## src/rtl/pc_ctrl_if.sv

```systemverilog
// Fetch-stage bus between decode/branch-compare and the PC controller.
// Signal prefixes are from the controller's point of view.
interface pc_ctrl_if #(
    parameter int XLEN = 32
);
    logic [6:0]      i_op;
    logic [XLEN-1:0] i_imm;
    logic [XLEN-1:0] i_rs1_data;
    logic            i_b_taken;
    logic            i_hold;
    logic [XLEN-1:0] o_ip;
    logic [XLEN-1:0] o_pc_def;
    logic            o_fetch_valid;
    logic            o_misalign;
    logic            o_busy;

    modport master (
        output i_op, i_imm, i_rs1_data, i_b_taken, i_hold,
        input  o_ip, o_pc_def, o_fetch_valid, o_misalign, o_busy
    );

    modport slave (
        input  i_op, i_imm, i_rs1_data, i_b_taken, i_hold,
        output o_ip, o_pc_def, o_fetch_valid, o_misalign, o_busy
    );
endinterface

```

## src/rtl/pc_ctrl.sv

```systemverilog
// Program-counter controller: sequential fetch, stalled branch resolution,
// JALR target formation and misaligned-target trapping.
module pc_ctrl #(
    parameter int              XLEN      = 32,
    parameter logic [XLEN-1:0] RESET_VEC = '0,
    parameter logic [XLEN-1:0] TRAP_VEC  = 'h100,
    parameter int              BR_STALL  = 1,
    parameter bit              C_EXT     = 1'b0
) (
    input logic         i_clk,
    input logic         i_reset_n,
    pc_ctrl_if.slave    bus
);
    localparam logic [6:0] OP_JAL    = 7'b1101111;
    localparam logic [6:0] OP_JALR   = 7'b1100111;
    localparam logic [6:0] OP_BRANCH = 7'b1100011;

    typedef enum logic [1:0] {
        S_RUN,
        S_WAIT,
        S_REDIRECT
    } state_t;

    state_t          r_state, w_state_nxt;
    logic [XLEN-1:0] r_ip, w_ip_nxt;
    logic [XLEN-1:0] r_tgt, w_tgt_nxt;
    logic [2:0]      r_cnt, w_cnt_nxt;
    logic            r_jmp, w_jmp_nxt;
    logic            r_mis, w_mis_nxt;

    logic [XLEN-1:0] w_ip_inc;
    logic [XLEN-1:0] w_rel_tgt;
    logic [XLEN-1:0] w_jalr_tgt;
    logic            w_tgt_mis;
    logic            w_taken;

    assign w_ip_inc   = r_ip + XLEN'(4);
    assign w_rel_tgt  = r_ip + bus.i_imm;
    assign w_jalr_tgt = (bus.i_rs1_data + bus.i_imm) & ~XLEN'(1);
    // With C_EXT=0 any nonzero low two bits trap; with C_EXT only bit 0 does.
    assign w_tgt_mis  = C_EXT ? r_tgt[0] : (r_tgt[1] | r_tgt[0]);
    assign w_taken    = r_jmp | bus.i_b_taken;

    always_comb begin
        // NOTE: every output gets a default first, so no path can infer a latch.
        w_state_nxt = r_state;
        w_ip_nxt    = r_ip;
        w_tgt_nxt   = r_tgt;
        w_cnt_nxt   = r_cnt;
        w_jmp_nxt   = r_jmp;
        w_mis_nxt   = 1'b0;
        if (!bus.i_hold) begin
            unique case (r_state)
                S_RUN: begin
                    if (bus.i_op == OP_JAL || bus.i_op == OP_JALR || bus.i_op == OP_BRANCH) begin
                        w_state_nxt = S_WAIT;
                        w_cnt_nxt   = 3'(BR_STALL - 1);
                        w_tgt_nxt   = (bus.i_op == OP_JALR) ? w_jalr_tgt : w_rel_tgt;
                        w_jmp_nxt   = (bus.i_op != OP_BRANCH);
                    end else begin
                        w_ip_nxt = w_ip_inc;
                    end
                end
                S_WAIT: begin
                    if (r_cnt != 3'd0) begin
                        w_cnt_nxt = r_cnt - 3'd1;
                    end else if (!w_taken) begin
                        w_ip_nxt    = w_ip_inc;
                        w_state_nxt = S_RUN;
                    end else if (w_tgt_mis) begin
                        w_ip_nxt    = TRAP_VEC;
                        w_mis_nxt   = 1'b1;
                        w_state_nxt = S_RUN;
                    end else begin
                        w_ip_nxt    = r_tgt;
                        w_state_nxt = S_REDIRECT;
                    end
                end
                S_REDIRECT: begin
                    w_ip_nxt    = w_ip_inc;
                    w_state_nxt = S_RUN;
                end
                default: w_state_nxt = S_RUN;
            endcase
        end
    end

    // NOTE: reset is synchronous and sits above HOLD, so it always wins.
    always_ff @(posedge i_clk) begin
        if (!i_reset_n) begin
            r_state <= S_RUN;
            r_ip    <= RESET_VEC;
            r_tgt   <= '0;
            r_cnt   <= 3'd0;
            r_jmp   <= 1'b0;
            r_mis   <= 1'b0;
        end else begin
            r_state <= w_state_nxt;
            r_ip    <= w_ip_nxt;
            r_tgt   <= w_tgt_nxt;
            r_cnt   <= w_cnt_nxt;
            r_jmp   <= w_jmp_nxt;
            r_mis   <= w_mis_nxt;
        end
    end

    assign bus.o_ip          = r_ip;
    assign bus.o_pc_def      = w_ip_inc;
    assign bus.o_fetch_valid = (r_state != S_WAIT);
    assign bus.o_busy        = (r_state != S_RUN);
    assign bus.o_misalign    = r_mis;
endmodule

```

## src/flat_wrapper.sv

```systemverilog
// flat-port wrapper written by rule: the top's interface ports become plain ports
module pc_ctrl_flat 
#(
    parameter int              XLEN      = 32,
    parameter logic [XLEN-1:0] RESET_VEC = '0,
    parameter logic [XLEN-1:0] TRAP_VEC  = 'h100,
    parameter int              BR_STALL  = 1,
    parameter bit              C_EXT     = 1'b0
)
  (i_clk, i_reset_n, bus_i_op, bus_i_imm, bus_i_rs1_data, bus_i_b_taken, bus_i_hold, bus_o_ip, bus_o_pc_def, bus_o_fetch_valid, bus_o_misalign, bus_o_busy);
  pc_ctrl_if #(.XLEN(XLEN)) bus_i ();
  input logic i_clk;
  input logic i_reset_n;
  input wire logic [$bits(bus_i.i_op)-1:0] bus_i_op;
  input wire logic [$bits(bus_i.i_imm)-1:0] bus_i_imm;
  input wire logic [$bits(bus_i.i_rs1_data)-1:0] bus_i_rs1_data;
  input wire logic [$bits(bus_i.i_b_taken)-1:0] bus_i_b_taken;
  input wire logic [$bits(bus_i.i_hold)-1:0] bus_i_hold;
  output wire logic [$bits(bus_i.o_ip)-1:0] bus_o_ip;
  output wire logic [$bits(bus_i.o_pc_def)-1:0] bus_o_pc_def;
  output wire logic [$bits(bus_i.o_fetch_valid)-1:0] bus_o_fetch_valid;
  output wire logic [$bits(bus_i.o_misalign)-1:0] bus_o_misalign;
  output wire logic [$bits(bus_i.o_busy)-1:0] bus_o_busy;
  assign bus_i.i_op = bus_i_op;
  assign bus_i.i_imm = bus_i_imm;
  assign bus_i.i_rs1_data = bus_i_rs1_data;
  assign bus_i.i_b_taken = bus_i_b_taken;
  assign bus_i.i_hold = bus_i_hold;
  assign bus_o_ip = bus_i.o_ip;
  assign bus_o_pc_def = bus_i.o_pc_def;
  assign bus_o_fetch_valid = bus_i.o_fetch_valid;
  assign bus_o_misalign = bus_i.o_misalign;
  assign bus_o_busy = bus_i.o_busy;
  pc_ctrl #(.XLEN(XLEN), .RESET_VEC(RESET_VEC), .TRAP_VEC(TRAP_VEC), .BR_STALL(BR_STALL), .C_EXT(C_EXT)) u_core (.i_clk(i_clk), .i_reset_n(i_reset_n), .bus(bus_i));
endmodule
```

## config.mk

```make
export PLATFORM = sky130hd
export DESIGN_NAME = pc_ctrl_flat
export DESIGN_NICKNAME = d
export VERILOG_FILES = /design/src/rtl/pc_ctrl_if.sv /design/src/rtl/pc_ctrl.sv /design/src/flat_wrapper.sv
export SDC_FILE = /design/constraint.sdc
export NUM_CORES = 1
export LEC_CHECK = 0
export CAP_MARGIN = 25
export CORE_UTILIZATION = 55
export DETAILED_ROUTE_END_ITERATION = 8
export GPL_TIMING_DRIVEN = 0
export HOLD_SLACK_MARGIN = 0.02
export PLACE_DENSITY = 0.85
export REMOVE_ABC_BUFFERS = 1
export SYNTH_ARGS = -nofsm -noshare
export SYNTH_HDL_FRONTEND = slang
export SYNTH_SLANG_ARGS = --single-unit
```

## constraint.sdc

```tcl
create_clock -name i_clk -period 6.2 [get_ports i_clk]
set_clock_uncertainty 0.2 [all_clocks]
set_input_delay 1.24 -clock i_clk [delete_from_list [all_inputs] [get_ports i_clk]]
set_output_delay 1.24 -clock i_clk [all_outputs]
set_load 0.02 [all_outputs]
```

==> impl_metrics.toml <==
[status]
status = "completed"

[clock_tree]
cts_tree = "built"
htree_levels = 3
ctsResizeCount = 0
post-cts-setup-buffers = 0
cts_hold_buf = 0
clock_sinks = 71
cts_root_buffer = "clkbuf_16"
cts_buffers = 9
path_clk_slew_ns = 0.06
clock_latency_ns = 0.34
max-clock-path-buffers = 2

[route]
ant_nets = 0
vias = 7667
dr.pass1.iters = 5
routed_wl_um = 22500
wl_per_cell_um = 18.7
post-route-drc-count = 0
vias_per_cell = 6.40
initialDrtViolationCount = 841

[timing]
setup_viol = 0
period_minus_slack_ns = 5.34
hold_viol = 0
max_freq_mhz = 187
grt_setup_unrepaired = "no"
drv_slew = 0
tightest_slew_ns = 0.874
relSlewSlack_pct = 41.7
fin_crit_sh_pct = 86.0

[grt]
grt_usage_pct = 34.2
antenna_found_initial = 0
grt_max_degree = 25
overflow = 0
grt_pass1_vias = 7001
grt_pass1_wl_um = 35000

[pwr]
worst_ir_drop_vdd_mv = 0.154
p_per_area_nw_per_um2 = 172
leakagePower_nw = 3.64
power_mw = 1.52

[critical_path]
path_buf_inv = 1
path_cells = "ha_1 -> nand3_1 -> nor2_1 -> nand4_1 -> nor3_1 -> and3_1 -> nand3_1 -> xnor2_1 -> clkdlybuf4s50_1"
cp_data_arrival_time_ns = 3.90
path_delay_family = "simple AND/OR/NAND/NOR gates"
critical_path_class = "reg -> out"
endpoint_kind = "output pin"
cp-start-kind = "register"
max_stage_delay_ns = 0.64
crit_required_ns = 4.76
critPathSlowestCell = "clkdlybuf4s50_1"
critPathMaxFanout = 7
cpMostUsedCell = "nand3_1"

[die]
core_sq_um = 12100
core.rowCount = 40
die_h_um = 113
die-width_um = 113
io_pins = 142
die-area_sq_um = 12900
start_util_pct = 56.7

[synthesis]
async_reset_ff_share_pct = 0
synth_area_sq_um = 6840
ys.flop_type = "dfxtp_1"
yosys.area.top_type = "dfxtp_1"
synth_edf_count = 0
avgSynthCellArea_sq_um = 7.58
synth_area_leaders = "dfxtp_1, ha_1, a21oi_1"
synth_commonest_cells = "nor2_1, a21oi_1, nand2_1"
synthCells = 902
synth.distinct_cells = 80
ys_seq_area_share_pct = 20.8
synth_top_area_share_pct = 20.8
post-synth-top-count-cell = "nor2_1"
ys_seq_elements = 71
synth-warning-count = 0

[final_layout]
nets = 1166
layout-drive-gt1-share_pct = 5.83
stdcell_area_sq_um = 8850
synthToLayoutAreaGrowth_pct = 29.5
antennaDiodeCount = 0
fillCellCount = 960

[placement]
detailed_place_hpwl_um = 16700
place_congestion = 0.941
port_buffers = 141
placed_area_sq_um = 8500

[worst_hold_path]
hold_path.class = "reg -> reg"

[flow_run]
maxCapViolCount = 0
[stage by stage]
stage / hold WS, ns / std cells / util, % / worst slack, ns / TNS (ns)
finish: 0.275 / 1198 / 73.4 / 0.865 / 0
detailed placement: 0.269 / 1181 / 70.5 / 1.24 / 0
floorplan: 0.236 / 860 / - / 1.91 / 0
global placement: 0.244 / 1169 / 68.6 / -1.52 / -41.95
global route: 0.296 / 1198 / 73.4 / 0.525 / 0
CTS: 0.277 / 1197 / 73.2 / 0.940 / 0
[worst paths after layout]
kind              cells past startpoint  slack [ns]                            end                             from
setup reg to reg                     11        2.57  u_core.r_tgt[30]$_SDFFE_PN0P_  u_core.bus.o_ip[0]$_SDFFE_PN0P_
setup / recovery                      9        0.86               bus_o_pc_def[30]  u_core.bus.o_ip[2]$_SDFFE_PN0P_
hold / removal                        2        0.28   u_core.r_tgt[2]$_SDFFE_PN0P_     u_core.r_tgt[2]$_SDFFE_PN0P_
hold reg to reg                       2        0.28   u_core.r_tgt[2]$_SDFFE_PN0P_     u_core.r_tgt[2]$_SDFFE_PN0P_
[logic make-up (layout without fill, tap and decap cells)]
| logic type | count (synthesis) | after routing | share of synthesized area [%] |
|---|---|---|---|
| adders and majority gates | 66 | 66 | 12.3 |
| muxes | 4 | 4 | 0.586 |
| buffers and inverters | 61 | 189 | 3.72 |
| AOI/OAI and AO/OA | 308 | 308 | 30.4 |
| DFF | 71 | 71 | 20.8 |
| and+or+nand+nor | 314 | 314 | 22.2 |
| xor gates and xnor gates | 78 | 78 | 9.99 |
[final cells by class]
cell class                 instances  area (sq um)  area share [%]
multi-input combinational        770          5180            58.5
timing repair buffer             154          1650            18.6
sequential                        71          1420            16.1
clock buffer                      13           260            2.94
tap                              168           210            2.37
inverter                          19          71.3           0.806
clock inverter                     3          65.1           0.735
[tightest hold or removal path: stages, from the launching register on]
cell and delay (ns):
dfxtp_1 0.31, nand2_1 0.05, a21oi_1 0.06
[per-layer routing]
metal / vias to the layer above / global-route usage (%) / wire, um
met5: - / 0 / 0
met4: 0 / 13.5 / 686
met3: 60 / 5.15 / 2190
met2: 445 / 55.4 / 10300
met1: 3567 / 45.6 / 9250
li1: 3595 / - / -
[flip-flops by register name, summed over array words and instances (netlist names)]
register,flops
u_core.r_state,2
u_core.bus.o_misalign,1
u_core.r_cnt,3
u_core.r_tgt,32
u_core.bus.o_ip,32
u_core.r_jmp,1
[power breakdown]
part           switching (mW)  internal, mW  total (mW)
logic                   0.250         0.215       0.465
clock network           0.201         0.374       0.575
registers              0.0166         0.466       0.483
[cell usage in the layout, fill, tap and decap left out, drive strengths merged, types with 6 or more instances in the layout]
cell type / instances
a211oi: 14
a21o: 36
a21oi: 84
a221oi: 23
a22oi: 8
a31oi: 6
and3: 14
buf: 13
clkbuf: 13
clkdlybuf4s50: 141
dfxtp: 71
ha: 64
inv: 18
nand2: 79
nand3: 25
nand4: 11
nor2: 107
nor2b: 9
nor3: 33
o21a: 8
o21ai: 71
o21bai: 6
o221ai: 8
xnor2: 47
xor2: 31
Note: power is estimated with default switching activity, not from simulation.
